==> config.mk <==
export PLATFORM = sky130hd
export DESIGN_NAME = ucsbece154a_rf_wrarb
export DESIGN_NICKNAME = d
export VERILOG_FILES = /design/src/rtl/ucsbece154a_rf_pkg.sv /design/src/rtl/ucsbece154a_rr_arb.sv /design/src/rtl/ucsbece154a_rf_wrarb.sv
export SDC_FILE = /design/constraint.sdc
export NUM_CORES = 1
export LEC_CHECK = 0
export CAP_MARGIN = 5
export CELL_PAD_IN_SITES_DETAIL_PLACEMENT = 1
export CELL_PAD_IN_SITES_GLOBAL_PLACEMENT = 2
export CORE_UTILIZATION = 24
export CTS_CLUSTER_DIAMETER = 200
export DETAILED_ROUTE_END_ITERATION = 6
export HOLD_SLACK_MARGIN = 0.05
export PLACE_DENSITY = 0.83
export SYNTH_ARGS = -nofsm -noshare
export SYNTH_HDL_FRONTEND = slang
export SYNTH_SLANG_ARGS = --single-unit
==> constraint.sdc <==
create_clock -name clk -period 3.16 [get_ports clk]
set_input_delay 0.632 -clock clk [delete_from_list [all_inputs] [get_ports clk]]
set_output_delay 0.632 -clock clk [all_outputs]
set_load 0.05 [all_outputs]
==> src/rtl/ucsbece154a_rf_pkg.sv <==
// ucsbece154a_rf_pkg: register file geometry and ABI register indices
package ucsbece154a_rf_pkg;
    localparam int NREGS = 32;
    localparam int AW = 5;
    localparam int DW = 32;
    localparam logic [4:0] REG_ZERO = 5'd0;
    localparam logic [4:0] REG_RA = 5'd1;
    localparam logic [4:0] REG_SP = 5'd2;
    localparam logic [4:0] REG_GP = 5'd3;
    localparam logic [4:0] REG_TP = 5'd4;
    localparam logic [4:0] REG_T0 = 5'd5;
    localparam logic [4:0] REG_S0 = 5'd8;
    localparam logic [4:0] REG_A0 = 5'd10;
    localparam logic [4:0] REG_A1 = 5'd11;
endpackage

==> src/rtl/ucsbece154a_rr_arb.sv <==
// ucsbece154a_rr_arb: combinational round-robin pick starting at ptr, one-hot grant plus index
module ucsbece154a_rr_arb #(
    parameter int N = 3,
    parameter int PW = $clog2(N)
) (
    input  logic [N-1:0]  valid,
    input  logic [PW-1:0] ptr,
    output logic [N-1:0]  grant,
    output logic [PW-1:0] idx,
    output logic          any
);
    logic [PW-1:0] j;
    // Walk offsets from farthest to nearest so the closest valid requester after ptr wins.
    always_comb begin
        grant = '0;
        idx = '0;
        j = '0;
        for (int i = N - 1; i >= 0; i--) begin
            j = PW'((int'(ptr) + i) % N);
            if (valid[j]) begin
                grant = '0;
                grant[j] = 1'b1;
                idx = j;
            end
        end
    end
    assign any = |valid;
endmodule

==> src/rtl/ucsbece154a_rf_wrarb.sv <==
// ucsbece154a_rf_wrarb: round-robin arbiter for the RF write port with a pending-write scoreboard
module ucsbece154a_rf_wrarb
    import ucsbece154a_rf_pkg::*;
#(
    parameter int NREQ = 3,
    parameter int AW = 5,
    parameter int DW = 32
) (
    input  logic               clk,
    input  logic               reset,
    input  logic [NREQ-1:0]    req_valid_i,
    input  logic [NREQ*AW-1:0] req_addr_i,
    input  logic [NREQ*DW-1:0] req_data_i,
    output logic [NREQ-1:0]    req_ready_o,
    output logic               rf_we3_o,
    output logic [AW-1:0]      rf_a3_o,
    output logic [DW-1:0]      rf_wd3_o,
    input  logic               iss_valid_i,
    input  logic [AW-1:0]      iss_rd_i,
    output logic               iss_ready_o,
    input  logic [AW-1:0]      chk_a1_i,
    input  logic [AW-1:0]      chk_a2_i,
    output logic               hazard_o,
    output logic [NREGS-1:0]   busy_o
);
    localparam int PW = $clog2(NREQ);
    localparam logic [AW-1:0] ZERO = AW'(REG_ZERO);
    logic [PW-1:0] ptr, idx, ptr_nxt;
    logic any;
    logic [AW-1:0] sel_addr;
    logic [DW-1:0] sel_data;
    logic [NREGS-1:0] busy_nxt;
    ucsbece154a_rr_arb #(.N(NREQ), .PW(PW)) u_arb (
        .valid(req_valid_i),
        .ptr(ptr),
        .grant(req_ready_o),
        .idx(idx),
        .any(any)
    );
    assign sel_addr = req_addr_i[idx*AW +: AW];
    assign sel_data = req_data_i[idx*DW +: DW];
    assign ptr_nxt = idx == PW'(NREQ - 1) ? '0 : idx + 1'b1;
    // A write retiring this cycle frees its register in time for a same-cycle reissue.
    assign iss_ready_o = !busy_o[iss_rd_i] || (rf_we3_o && rf_a3_o == iss_rd_i) || iss_rd_i == ZERO;
    assign hazard_o = busy_o[chk_a1_i] | busy_o[chk_a2_i];
    always_comb begin
        busy_nxt = busy_o;
        if (rf_we3_o) busy_nxt[rf_a3_o] = 1'b0;
        if (iss_valid_i && iss_ready_o && iss_rd_i != ZERO) busy_nxt[iss_rd_i] = 1'b1;
        busy_nxt[0] = 1'b0;
    end
    always_ff @(posedge clk) begin
        if (reset) begin
            ptr <= '0;
            rf_we3_o <= 1'b0;
            rf_a3_o <= '0;
            rf_wd3_o <= '0;
            busy_o <= '0;
        end else begin
            ptr <= any ? ptr_nxt : ptr;
            rf_we3_o <= any && sel_addr != ZERO;
            rf_a3_o <= any ? sel_addr : rf_a3_o;
            rf_wd3_o <= any ? sel_data : rf_wd3_o;
            busy_o <= busy_nxt;
        end
    end
endmodule

==> results by group <==
Cells and area
  • Final #Nets: 824
  • Share of cells above drive strength 1: 12.0%
  • Fin area: 7280 sq um
  • Area Overhead vs Synth: 63.1%
  • Final instance count without filler cells: 923

Logic synthesis
  • Top area cells in the synthesized netlist: dfxtp_1 (32%), mux2i_1 (12%), mux4_2 (10%)
  • Post-Synthesis Cells: 483
  • Biggest area consumer among synthesized cells: dfxtp_1
  • Ys Warns: 0
  • Fraction of registers with async set/reset: 0%
  • Mapped Area: 4460 sq um
  • Synth Register Bits: 71
  • Synth Flop Type: dfxtp_1
  • Synth cell types: 43
  • Most frequent cells after synthesis: dfxtp_1 (71), o21ai_0 (62), mux2i_1 (55), nand2_1 (38), a22oi_1 (37)
  • Number of synthesized flops with an enable pin: 0
  • Count leader, synth: dfxtp_1
  • Syn Area/Cell: 9.24 sq um
  • Sequential area share after synthesis: 31.8%
  • Yosys top cell area share: 31.8%
  • Syn_nets: 619

Clocking
  • CTS tree: built
  • CTS buffer count: 9
  • Clk_lat worst skew: 0.35 ns
  • Htree depth: 3
  • Clock sinks: 71
  • Clock transition at path regs: 0.06 ns
  • Clk buf depth: 2
  • CTS Hold Bufs: 0
  • CTS Root Cell: clkbuf_16

Critical path
  • CP required: 2.53 ns
  • Critical Path AT: 2.47 ns
  • Crit path launch type: primary input
  • CP Capture Type: output port
  • Worst r2r dst: rf_wd3_o[27]
  • Reg-to-Reg Start: ptr[0]
  • R2R cell count: 9
  • Crit. Startpoint: iss_rd_i[1]
  • Crit path max fanout: 8
  • Crit path kind: primary input to output port
  • R2R setup slack: 0.67 ns

STA
  • Hold Vio Cnt, Final: 0
  • Skew final: 0.00839 ns
  • PnR worst setup slack: 0.0618 ns
  • Slew of the pin with the lowest slew margin: 0.587 ns
  • Fmax: 323 MHz
  • Slew HR: 60.7%
  • Setup TNS: 0 ns
  • Fin. max-slew vios: 0
  • Period Utilization, post-route: 98.0%
  • Minimum clock period: 3.10 ns
  • Setup violators final: 0
  • Min Hold Slack: 0.488 ns
  • RSZ-0062 raised after global routing: no

Floorplan
  • Row count: 49
  • Core Area: 18100 sq um
  • Initial Utilization: 24.7%
  • Die Wd: 138 um
  • DIE HEIGHT: 138 um
  • Die ar.: 19100 sq um
  • I/O Pins: 207

Placed design
  • Placed cell area: 6860 sq um
  • Routability congestion estimate: 0.874
  • Placed cell count: 902
  • Number of port buffers: 205
  • DP HPWL: 14.9 mm
  • Pre-CTS setup slack: -0.175 ns

Detailed routing
  • Routed wire length: 19.1 mm
  • Avg WL per Cell: 20.6 um
  • Vias: 4827
  • Initial drt markers: 279
  • Vias per inst: 5.23
  • DRC: 52
  • Drt first pass iters: 7
  • ANT nets after route: 0

Pwr
  • Comb power frac: 39.3%
  • Leakage: 2.60 nW
  • Internal: 2.24 mW
  • Peak VDD IR: 208 uV
  • Sw Share: 36.7%
  • Part of the power in registers: 30.6%
  • PD cells: 486 nW/um^2
  • Clock Power Share: 30.1%
  • Psw: 1.30 mW

Global route
  • Grt total ovfl: 0
  • Via count of the first global-routing pass: 5101
  • Largest net degree at the start of global routing: 38
  • Global-route wire length before repair: 29.9 mm
  • Global Route Usage Sum: 20.1%
  • Initial antenna violation count: 0

Outcome
  • Run status: finished, violations left
  • Violated checks: DRC

Min path
  • Hold Path Stages: 2
  • Min-delay src: rf_wd3_o[0]
  • Hold endpoint: rf_wd3_o[0]
  • Class of the worst hold path: register to register

Flow run
  • Max-cap viol count: 0
## sequential cells by signal, summed over array words and instances (netlist names)
register and cells:
busy_o 31, ptr 2, rf_a3_o 5, rf_wd3_o 32, rf_we3_o 1
## power groups by stage
| stage | registers (mW) | clock network [mW] | logic (mW) |
|---|---|---|---|
| 2_1_floorplan | 1.36 | 0 | 0.513 |
| 3_3_place_gp | 1.10 | 0 | 1.35 |
| 3_5_place_dp | 1.10 | 0 | 1.38 |
| 4_1_cts | 1.08 | 1.08 | 1.40 |
| 5_1_grt | 1.09 | 1.12 | 1.47 |
| 6_report | 1.08 | 1.06 | 1.39 |
## worst max path at each step
stage | end | slack (ns) | depth (start not counted)
final | iss_ready_o | 0.06 | 9
after global placement | hazard_o | -0.15 | 7
after detailed placement | hazard_o | -0.17 | 7
after CTS | hazard_o | 0.008 | 7
after global routing | iss_ready_o | 0.005 | 9
after floorplan | hazard_o | 0.05 | 5
## area by class of cell
class                   instances  area (sq um)
fillers                      2046         10800
diodes                          1          2.50
flip-flops and latches         71          1420
multi-input cells             366          2830
well taps                     229           287
repair buffers                233          2400
clock inverters                 5          56.3
inverters                       7          26.3
clock buffers                  11           253
## repair_timing
action	CTS	global route
endpoints found under the setup margin	2	3
buffers inserted	2	0
gates cloned	2	0
resized for setup	10	5
pin swaps	1	1
## cells by family after synthesis
kind of cell | Yosys count | share of synthesized area [%]
DFF | 71 | 31.8
buffers and inverters | 46 | 5.44
muxes | 78 | 23.2
AOI/OAI and AO/OA | 155 | 22.7
xor gates and xnor gates | 5 | 0.981
and+or+nand+nor | 123 | 14.6
adders and majority gates | 4 | 1.12
other | 1 | 0.0840
## cell usage in the layout (no fill, tap or decap), types with 2 or more instances in the layout
cell type / netlist / routed
nor2_1: 14 / 12
nand2_1: 38 / 37
buf_4: 2 / 21
nor3_1: 4 / 4
o211a_1: 2 / 2
a31oi_1: 3 / 3
nor3b_1: 4 / 4
dlygate4sd2_1: 0 / 4
clkbuf_16: 0 / 9
clkdlybuf4s50_1: 0 / 194
nor2b_1: 20 / 20
a21oi_1: 8 / 8
nand3_1: 11 / 11
ha_1: 4 / 4
xor2_1: 4 / 4
mux2_2: 3 / 3
inv_1: 7 / 7
nand3b_1: 19 / 19
a22oi_1: 37 / 37
o31ai_1: 32 / 32
mux2i_1: 55 / 55
dfxtp_1: 71 / 71
or2_2: 2 / 2
mux4_2: 20 / 20
nor4_1: 3 / 3
nor2_2: 0 / 2
nand2b_1: 4 / 4
o21ai_0: 62 / 61
bufbuf_16: 0 / 2
o211ai_1: 2 / 2
buf_12: 1 / 8
clkbuf_8: 0 / 2
buf_6: 5 / 2
clkinv_2: 0 / 2
## worst max-delay path, cell delays in order
cell           delay (ns)
dlygate4sd2_1        0.28
bufbuf_16            0.29
buf_4                0.17
a2111oi_4            0.33
a31oi_1              0.09
a311oi_2             0.35
a31oi_4              0.06
inv_1                0.09
buf_6                0.15
## per-stage QoR
step | power (mW) | util (%)
CTS | 3.56 | 40.1
detailed placement | 2.48 | 37.9
finish | 3.54 | 40.2
global route | 3.69 | 40.2
global placement | 2.45 | 37.9
floorplan | 1.87 | -
## metal layers
layer | track usage [%] | routed length (um) | up-vias
met2 | 34.6 | 9200 | 222
met3 | 5.85 | 1700 | 23
met1 | 23.8 | 7850 | 2341
met4 | 7.04 | 313 | 0
met5 | 0 | 0 | -
li1 | - | - | 2241
(Power assumes the default switching activity.)
